### src/rtl/sap_control_sequencer_pkg.sv
// Shared definitions for the SAP control sequencer: opcodes,
// control-word bit map, FSM states and the microcode decode.
package sap_pkg;

  localparam int CW_W = 16;

  localparam logic [3:0] OP_NOP = 4'h0;
  localparam logic [3:0] OP_LDA = 4'h1;
  localparam logic [3:0] OP_ADD = 4'h2;
  localparam logic [3:0] OP_SUB = 4'h3;
  localparam logic [3:0] OP_STA = 4'h4;
  localparam logic [3:0] OP_LDI = 4'h5;
  localparam logic [3:0] OP_JMP = 4'h6;
  localparam logic [3:0] OP_JC  = 4'h7;
  localparam logic [3:0] OP_JZ  = 4'h8;
  localparam logic [3:0] OP_OUT = 4'hE;
  localparam logic [3:0] OP_HLT = 4'hF;

  localparam int B_HLT = 15;
  localparam int B_MI  = 14;
  localparam int B_RI  = 13;
  localparam int B_RO  = 12;
  localparam int B_IO  = 11;
  localparam int B_II  = 10;
  localparam int B_AI  = 9;
  localparam int B_AO  = 8;
  localparam int B_EO  = 7;
  localparam int B_SU  = 6;
  localparam int B_BI  = 5;
  localparam int B_OI  = 4;
  localparam int B_CE  = 3;
  localparam int B_CO  = 2;
  localparam int B_J   = 1;
  localparam int B_FI  = 0;

  typedef enum logic [1:0] {
    S_IDLE = 2'd0,
    S_RUN  = 2'd1,
    S_HALT = 2'd2
  } state_e;

  function automatic logic [CW_W-1:0] ctrl_decode(
    input logic [2:0] t,
    input logic [3:0] op,
    input logic       c,
    input logic       z
  );
    logic [CW_W-1:0] w;
    w = '0;
    case (t)
      3'd0: begin
        w[B_CO] = 1'b1;
        w[B_MI] = 1'b1;
      end
      3'd1: begin
        w[B_RO] = 1'b1;
        w[B_II] = 1'b1;
        w[B_CE] = 1'b1;
      end
      3'd2: begin
        case (op)
          OP_LDA, OP_ADD, OP_SUB, OP_STA: begin
            w[B_IO] = 1'b1;
            w[B_MI] = 1'b1;
          end
          OP_LDI: begin
            w[B_IO] = 1'b1;
            w[B_AI] = 1'b1;
          end
          OP_JMP: begin
            w[B_IO] = 1'b1;
            w[B_J]  = 1'b1;
          end
          OP_JC: begin
            w[B_IO] = c;
            w[B_J]  = c;
          end
          OP_JZ: begin
            w[B_IO] = z;
            w[B_J]  = z;
          end
          OP_OUT: begin
            w[B_AO] = 1'b1;
            w[B_OI] = 1'b1;
          end
          OP_HLT: w[B_HLT] = 1'b1;
          default: w = '0;
        endcase
      end
      3'd3: begin
        case (op)
          OP_LDA: begin
            w[B_RO] = 1'b1;
            w[B_AI] = 1'b1;
          end
          OP_ADD, OP_SUB: begin
            w[B_RO] = 1'b1;
            w[B_BI] = 1'b1;
          end
          OP_STA: begin
            w[B_AO] = 1'b1;
            w[B_RI] = 1'b1;
          end
          default: w = '0;
        endcase
      end
      3'd4: begin
        if (op == OP_ADD || op == OP_SUB) begin
          w[B_EO] = 1'b1;
          w[B_AI] = 1'b1;
          w[B_FI] = 1'b1;
          w[B_SU] = (op == OP_SUB);
        end
      end
      default: w = '0;
    endcase
    return w;
  endfunction

endpackage

### src/rtl/sap_control_sequencer_if.sv
// Sequencer <-> datapath bus. The step input only exists
// when SEQ_SINGLE_STEP_EN is defined.
interface sap_control_sequencer_if;
  import sap_pkg::*;

  logic            start;
  logic [3:0]      instr_opcode;
  logic            flag_carry;
  logic            flag_zero;
`ifdef SEQ_SINGLE_STEP_EN
  logic            step;
`endif
  logic [CW_W-1:0] ctrl_word;
  logic [2:0]      tstate;
  logic            running;
  logic            halted;

  modport master (
    input  start,
    input  instr_opcode,
    input  flag_carry,
    input  flag_zero,
`ifdef SEQ_SINGLE_STEP_EN
    input  step,
`endif
    output ctrl_word,
    output tstate,
    output running,
    output halted
  );

  modport slave (
    output start,
    output instr_opcode,
    output flag_carry,
    output flag_zero,
`ifdef SEQ_SINGLE_STEP_EN
    output step,
`endif
    input  ctrl_word,
    input  tstate,
    input  running,
    input  halted
  );

endinterface

### src/rtl/sap_control_sequencer_tstate_counter.sv
// Mod-5 T-state counter with enable and synchronous clear.
module tstate_counter (
  input  logic       clk,
  input  logic       reset,
  input  logic       en,
  input  logic       clr,
  output logic [2:0] q
);

  always_ff @(posedge clk or posedge reset) begin
    if (reset) begin
      q <= 3'd0;
    end else if (clr) begin
      q <= 3'd0;
    end else if (en) begin
      q <= (q == 3'd4) ? 3'd0 : q + 3'd1;
    end
  end

endmodule

### src/rtl/sap_control_sequencer.sv
// SAP microcoded control sequencer (IDLE/RUN/HALT, 5 T-states).
// Optional single-step mode: define SEQ_SINGLE_STEP_EN.
module sap_control_sequencer
  import sap_pkg::*;
(
  input logic                     clk,
  input logic                     reset,
  sap_control_sequencer_if.master bus
);

  state_e          state;
  state_e          state_nxt;
  logic            adv;
  logic            cnt_en;
  logic            cnt_clr;
  logic [2:0]      t;
  logic [CW_W-1:0] word;

`ifdef SEQ_SINGLE_STEP_EN
  assign adv = bus.step;
`else
  assign adv = 1'b1;
`endif

  tstate_counter u_tcnt (
    .clk   (clk),
    .reset (reset),
    .en    (cnt_en),
    .clr   (cnt_clr),
    .q     (t)
  );

  always_ff @(posedge clk or posedge reset) begin
    if (reset) begin
      state <= S_IDLE;
    end else begin
      state <= state_nxt;
    end
  end

  always_comb begin
    state_nxt = state;
    cnt_en    = 1'b0;
    cnt_clr   = 1'b0;
    word      = '0;
    case (state)
      S_IDLE: begin
        cnt_clr = 1'b1;
        if (bus.start) begin
          state_nxt = S_RUN;
        end
      end
      S_RUN: begin
        cnt_en = adv;
        word   = ctrl_decode(t, bus.instr_opcode,
                             bus.flag_carry, bus.flag_zero);
        if (adv && t == 3'd2 && bus.instr_opcode == OP_HLT) begin
          state_nxt = S_HALT;
          cnt_clr   = 1'b1;
        end
      end
      S_HALT: cnt_clr = 1'b1;
      default: begin
        state_nxt = S_IDLE;
        cnt_clr   = 1'b1;
      end
    endcase
  end

  // Gating by adv makes each latch/CE fire once per step pulse.
  assign bus.ctrl_word = word & {CW_W{adv}};
  assign bus.tstate    = (state == S_RUN) ? t : 3'd0;
  assign bus.running   = (state == S_RUN);
  assign bus.halted    = (state == S_HALT);

endmodule

### src/flat_wrapper.sv
// flat-port wrapper written by rule: the top's interface ports become plain ports
module sap_control_sequencer_flat import sap_pkg::*;
  (clk, reset, bus_start, bus_instr_opcode, bus_flag_carry, bus_flag_zero, bus_ctrl_word, bus_tstate, bus_running, bus_halted);
  sap_control_sequencer_if bus_i ();
  input logic clk;
  input logic reset;
  input wire logic [$bits(bus_i.start)-1:0] bus_start;
  input wire logic [$bits(bus_i.instr_opcode)-1:0] bus_instr_opcode;
  input wire logic [$bits(bus_i.flag_carry)-1:0] bus_flag_carry;
  input wire logic [$bits(bus_i.flag_zero)-1:0] bus_flag_zero;
  output wire logic [$bits(bus_i.ctrl_word)-1:0] bus_ctrl_word;
  output wire logic [$bits(bus_i.tstate)-1:0] bus_tstate;
  output wire logic [$bits(bus_i.running)-1:0] bus_running;
  output wire logic [$bits(bus_i.halted)-1:0] bus_halted;
  assign bus_i.start = bus_start;
  assign bus_i.instr_opcode = bus_instr_opcode;
  assign bus_i.flag_carry = bus_flag_carry;
  assign bus_i.flag_zero = bus_flag_zero;
  assign bus_ctrl_word = bus_i.ctrl_word;
  assign bus_tstate = bus_i.tstate;
  assign bus_running = bus_i.running;
  assign bus_halted = bus_i.halted;
  sap_control_sequencer u_core (.clk(clk), .reset(reset), .bus(bus_i));
endmodule
### config.mk
export PLATFORM = sky130hd
export DESIGN_NAME = sap_control_sequencer_flat
export DESIGN_NICKNAME = d
export VERILOG_FILES = /design/src/rtl/sap_control_sequencer_pkg.sv /design/src/rtl/sap_control_sequencer_if.sv /design/src/rtl/sap_control_sequencer_tstate_counter.sv /design/src/rtl/sap_control_sequencer.sv /design/src/flat_wrapper.sv
export SDC_FILE = /design/constraint.sdc
export NUM_CORES = 1
export LEC_CHECK = 0
export ABC_AREA = 0
export CAP_MARGIN = 20
export CORE_MARGIN = 1
export CORE_UTILIZATION = 42
export CTS_CLUSTER_SIZE = 16
export DETAILED_ROUTE_END_ITERATION = 16
export PLACE_DENSITY = 0.86
export RECOVER_POWER = 100
export SYNTH_ARGS = -nofsm -noshare
export SYNTH_HDL_FRONTEND = slang
export SYNTH_SLANG_ARGS = --single-unit
### constraint.sdc
create_clock -name clk -period 3.8 [get_ports clk]
set_input_delay 0.76 -clock clk [delete_from_list [all_inputs] [get_ports clk]]
set_output_delay 0.76 -clock clk [all_outputs]
set_load 0.02 [all_outputs]
==> implementation parameters <==
Parameter                              Value

Clock tree
  Number of hold buffers added after CTS    0
  Maximum number of buffers from clock root to sink    2
  Post-CTS sizing    0
  Clock latency reported for the late side of the worst-skew pair    0.24 ns
  CTS tree    built
  Clk Tree Root Cell    sky130_fd_sc_hd__clkbuf_4
  Clock H-tree levels    1
  CTS sink count    5
  Number of buffers added by the clock tree synthesis step    3
  Clock slew at reported path FFs    0.04 ns
  Setup repair bufs after CTS    0

Routing
  Post-Route WL    1330 um
  DRC violations left    0
  DR WL/cell    10.9 um
  Vias    622
  DRT Pass-1 Iters    4
  Number of nets with antenna violations after routing    0
  Number of DRC markers in iteration 0    6
  Via count normalized by instance count    5.10

Synthesis
  Main combinational cell family by area after synthesis    simple AND/OR/NAND/NOR gates
  Mapped Avg Cell Area    7.41 um2
  Async set-reset flop share out of synthesis    1.00
  Synthesized Nets    94
  Post-synthesis share of cell area spent on and, or, nand and nor gates    0.422
  Post-synth EDFFs    0
  Syn Std Cell Area    593 um2
  Portion of the post-synthesis area used by sequential elements    0.211
  Flops & latches, synth    5
  Compound-cell area share of the yosys netlist    0.112
  Share of cell area taken by muxes after synthesis    0.0359
  Primary FF master, synth    sky130_fd_sc_hd__dfrtp_1
  Post-synthesis xor/xnor area fraction    0
  Synth cell types    32
  Yosys warnings    0
  Post-Synth Adder-Cell Area    0.105
  Gate Count Post-Synth    80

Cells and area
  Final #Nets    122
  Final design area excluding fillers    883 um2
  Final cell count without fillers    122
  End-of-flow core utilization    0.679
  Layout area overhead    48.9%
  Layout cells sized above 1    0.0748
  Diode count    0
  Filler cell count    118
  Multi-input gate area    393 um2
  Seq. cell area    125 um2

STA
  Number of hold-slack violations in the final timing report    0
  Slew of the pin with the lowest slew margin    0.371 ns
  Achievable clock frequency    279 MHz
  Pins over their slew limit    0
  Minimum hold slack    0.430 ns
  Final count of negative-setup-slack endpoints    0
  Minimum clock period after layout    3.59 ns
  Relative slew slack    0.752
  Min setup slack post-route    0.210 ns
  Final clock period utilization by the worst path    0.945
  Final sum of negative setup slack    0 ns
  Worst setup skew after layout    0.00244 ns
  Setup repair after global routing missed its margin    false

Outcome
  Result of the run    complete, no violations

Floorplanning
  Die width    39.6 um
  Chip height    39.6 um
  Starting density of the core    0.456
  Placeable core area    1300 um2
  Standard-cell rows    13
  Top-level port count    30
  DIE AREA    1570 um2

Worst setup path
  Setup CP Type    in -> out
  Maximum fanout along the worst path    9
  Data required time at the worst endpoint    3.04 ns
  Logic depth of the worst register-to-register path    6
  CP Depth    5
  Critical path's slowest cell    sky130_fd_sc_hd__dlygate4sd3_1
  Sequence of cells on the critical path    dlygate4sd3_1, nor4b_4, o21ai_1, a211oi_2, dlygate4sd3_1
  CP Launch Type    input pin
  Arrival time of the worst setup path    2.83 ns
  Top cell family by delay on the critical path    buffers and inverters
  Element type at the critical path end    primary output
  CP max stage delay    0.69 ns
  Worst path buffer plus inverter count    2
  Most common cell type on the critical path    sky130_fd_sc_hd__dlygate4sd3_1

Global routing
  Maximum number of pins on one net before global-route repair    10
  Vias in the first global route    477
  Overall overflow remaining after global route    0
  Number of antenna violations at the first check in global routing    0
  Global-route usage over all layers    0.190
  Global-route wire length before repair    1970 um

Placed design
  DP Wirelength    1080 um
  Worst slack at placement    0.323 ns
  Final RePlAce weighted congestion    0.760
  Total placed cells including tap cells    118
  Area after DPL    865 um2
  Count of input and output buffers    29

Power and ir drop
  Pleak    0.446 nW
  PwrDens    556 nW/um2
  Worst-case vdd ir drop    377 uV
  Total design power    0.491 mW

Worst hold path
  Class of the tightest hold or removal check    reg -> reg
  Hold path depth    1

Flow run
  Max capacitance violation total    0
-- metal layers --
| layer | global-route usage | up-vias | share of wire |
|---|---|---|---|
| met4 | 0.103 | 0 | 0 |
| met2 | 0.320 | 16 | 0.51 |
| li1 | - | 320 | - |
| met3 | 0.0398 | 0 | 0.052 |
| met1 | 0.219 | 286 | 0.43 |
| met5 | 0 | - | 0 |
-- worst register-to-register path, stage by stage, from the launching register on --
cell and delay (ns):
sky130_fd_sc_hd__dfrtp_1 0.40, sky130_fd_sc_hd__inv_1 0.11, sky130_fd_sc_hd__ha_1 0.20, sky130_fd_sc_hd__nor2b_2 0.24, sky130_fd_sc_hd__nand3_1 0.16, sky130_fd_sc_hd__nor2_1 0.17
sky130_fd_sc_hd__or2_1 0.12
-- path summary, 6_finish.rpt --
path                                                     start                              to  slack [ns]
min in group asynchronous                                reset  u_core.u_tcnt.q[2]$_DFFE_PP0P_        0.86
worst max-delay path                       bus_instr_opcode[0]               bus_ctrl_word[14]        0.21
max in group asynchronous                                reset     u_core.state[0]$_DFFE_PP0P_        2.78
worst min register to register     u_core.state[1]$_DFFE_PP0P_     u_core.state[0]$_DFFE_PP0P_        0.43
worst min-delay path               u_core.state[1]$_DFFE_PP0P_     u_core.state[0]$_DFFE_PP0P_        0.43
worst max register to register  u_core.u_tcnt.q[0]$_DFFE_PP0P_     u_core.state[1]$_DFFE_PP0P_        2.33
-- power breakdown --
group / total [mW] / internal [mW] / switching (mW)
clock: 0.0590 / 0.0396 / 0.0195
sequential: 0.0971 / 0.0722 / 0.0249
combinational: 0.335 / 0.146 / 0.189
-- registers in the layout, summed over array words and instances (netlist names) --
register,count
u_core.state,2
u_core.u_tcnt.q,3
-- cell usage in the layout (no fill, tap or decap), types with 2 or more instances in the layout --
cell type / synthesis / final
sky130_fd_sc_hd__dlygate4sd3_1: 0 / 21
sky130_fd_sc_hd__clkdlybuf4s50_1: 0 / 8
sky130_fd_sc_hd__nand2_1: 8 / 8
sky130_fd_sc_hd__dfrtp_1: 5 / 5
sky130_fd_sc_hd__nor2b_1: 3 / 3
sky130_fd_sc_hd__nand4_1: 2 / 2
sky130_fd_sc_hd__nand3_1: 2 / 3
sky130_fd_sc_hd__nor3_1: 2 / 2
sky130_fd_sc_hd__ha_1: 5 / 5
sky130_fd_sc_hd__nor2_1: 13 / 14
sky130_fd_sc_hd__and3_1: 3 / 3
sky130_fd_sc_hd__clkbuf_4: 0 / 3
sky130_fd_sc_hd__inv_1: 7 / 8
sky130_fd_sc_hd__o21ai_0: 2 / 2
sky130_fd_sc_hd__a21oi_1: 3 / 3
sky130_fd_sc_hd__nand2b_1: 2 / 2
-- logic make-up (layout without fill, tap and decap cells) --
group,count (synthesis),in the layout
simple gates,44,44
buf+inv,14,41
mux,2,2
flops,5,5
fa+ha+maj,5,5
compound gates,10,10
-- cells in the mapped netlist, types with 2 or more instances --
library cell | count | area share
sky130_fd_sc_hd__and3_1 | 3 | 0.032
sky130_fd_sc_hd__nor2b_1 | 3 | 0.032
sky130_fd_sc_hd__nand2_1 | 8 | 0.051
sky130_fd_sc_hd__buf_4 | 3 | 0.038
sky130_fd_sc_hd__buf_2 | 3 | 0.025
sky130_fd_sc_hd__nand4_1 | 2 | 0.021
sky130_fd_sc_hd__nor3_1 | 2 | 0.017
sky130_fd_sc_hd__dfrtp_1 | 5 | 0.21
sky130_fd_sc_hd__inv_1 | 7 | 0.044
sky130_fd_sc_hd__ha_1 | 5 | 0.11
sky130_fd_sc_hd__nand3_1 | 2 | 0.017
sky130_fd_sc_hd__nand2b_1 | 2 | 0.021
sky130_fd_sc_hd__nor2_1 | 13 | 0.082
sky130_fd_sc_hd__a21oi_1 | 3 | 0.025
sky130_fd_sc_hd__o21ai_0 | 2 | 0.017
-- final cells by class --
cell class              instances  share of cell area
flip-flops and latches          5               0.142
clock buffers                   4              0.0297
repair buffers                 29               0.329
multi-input cells              61               0.445
inverters                       8              0.0340
well taps                      15              0.0212
No activity file was read; power rests on OpenSTA's default activity.
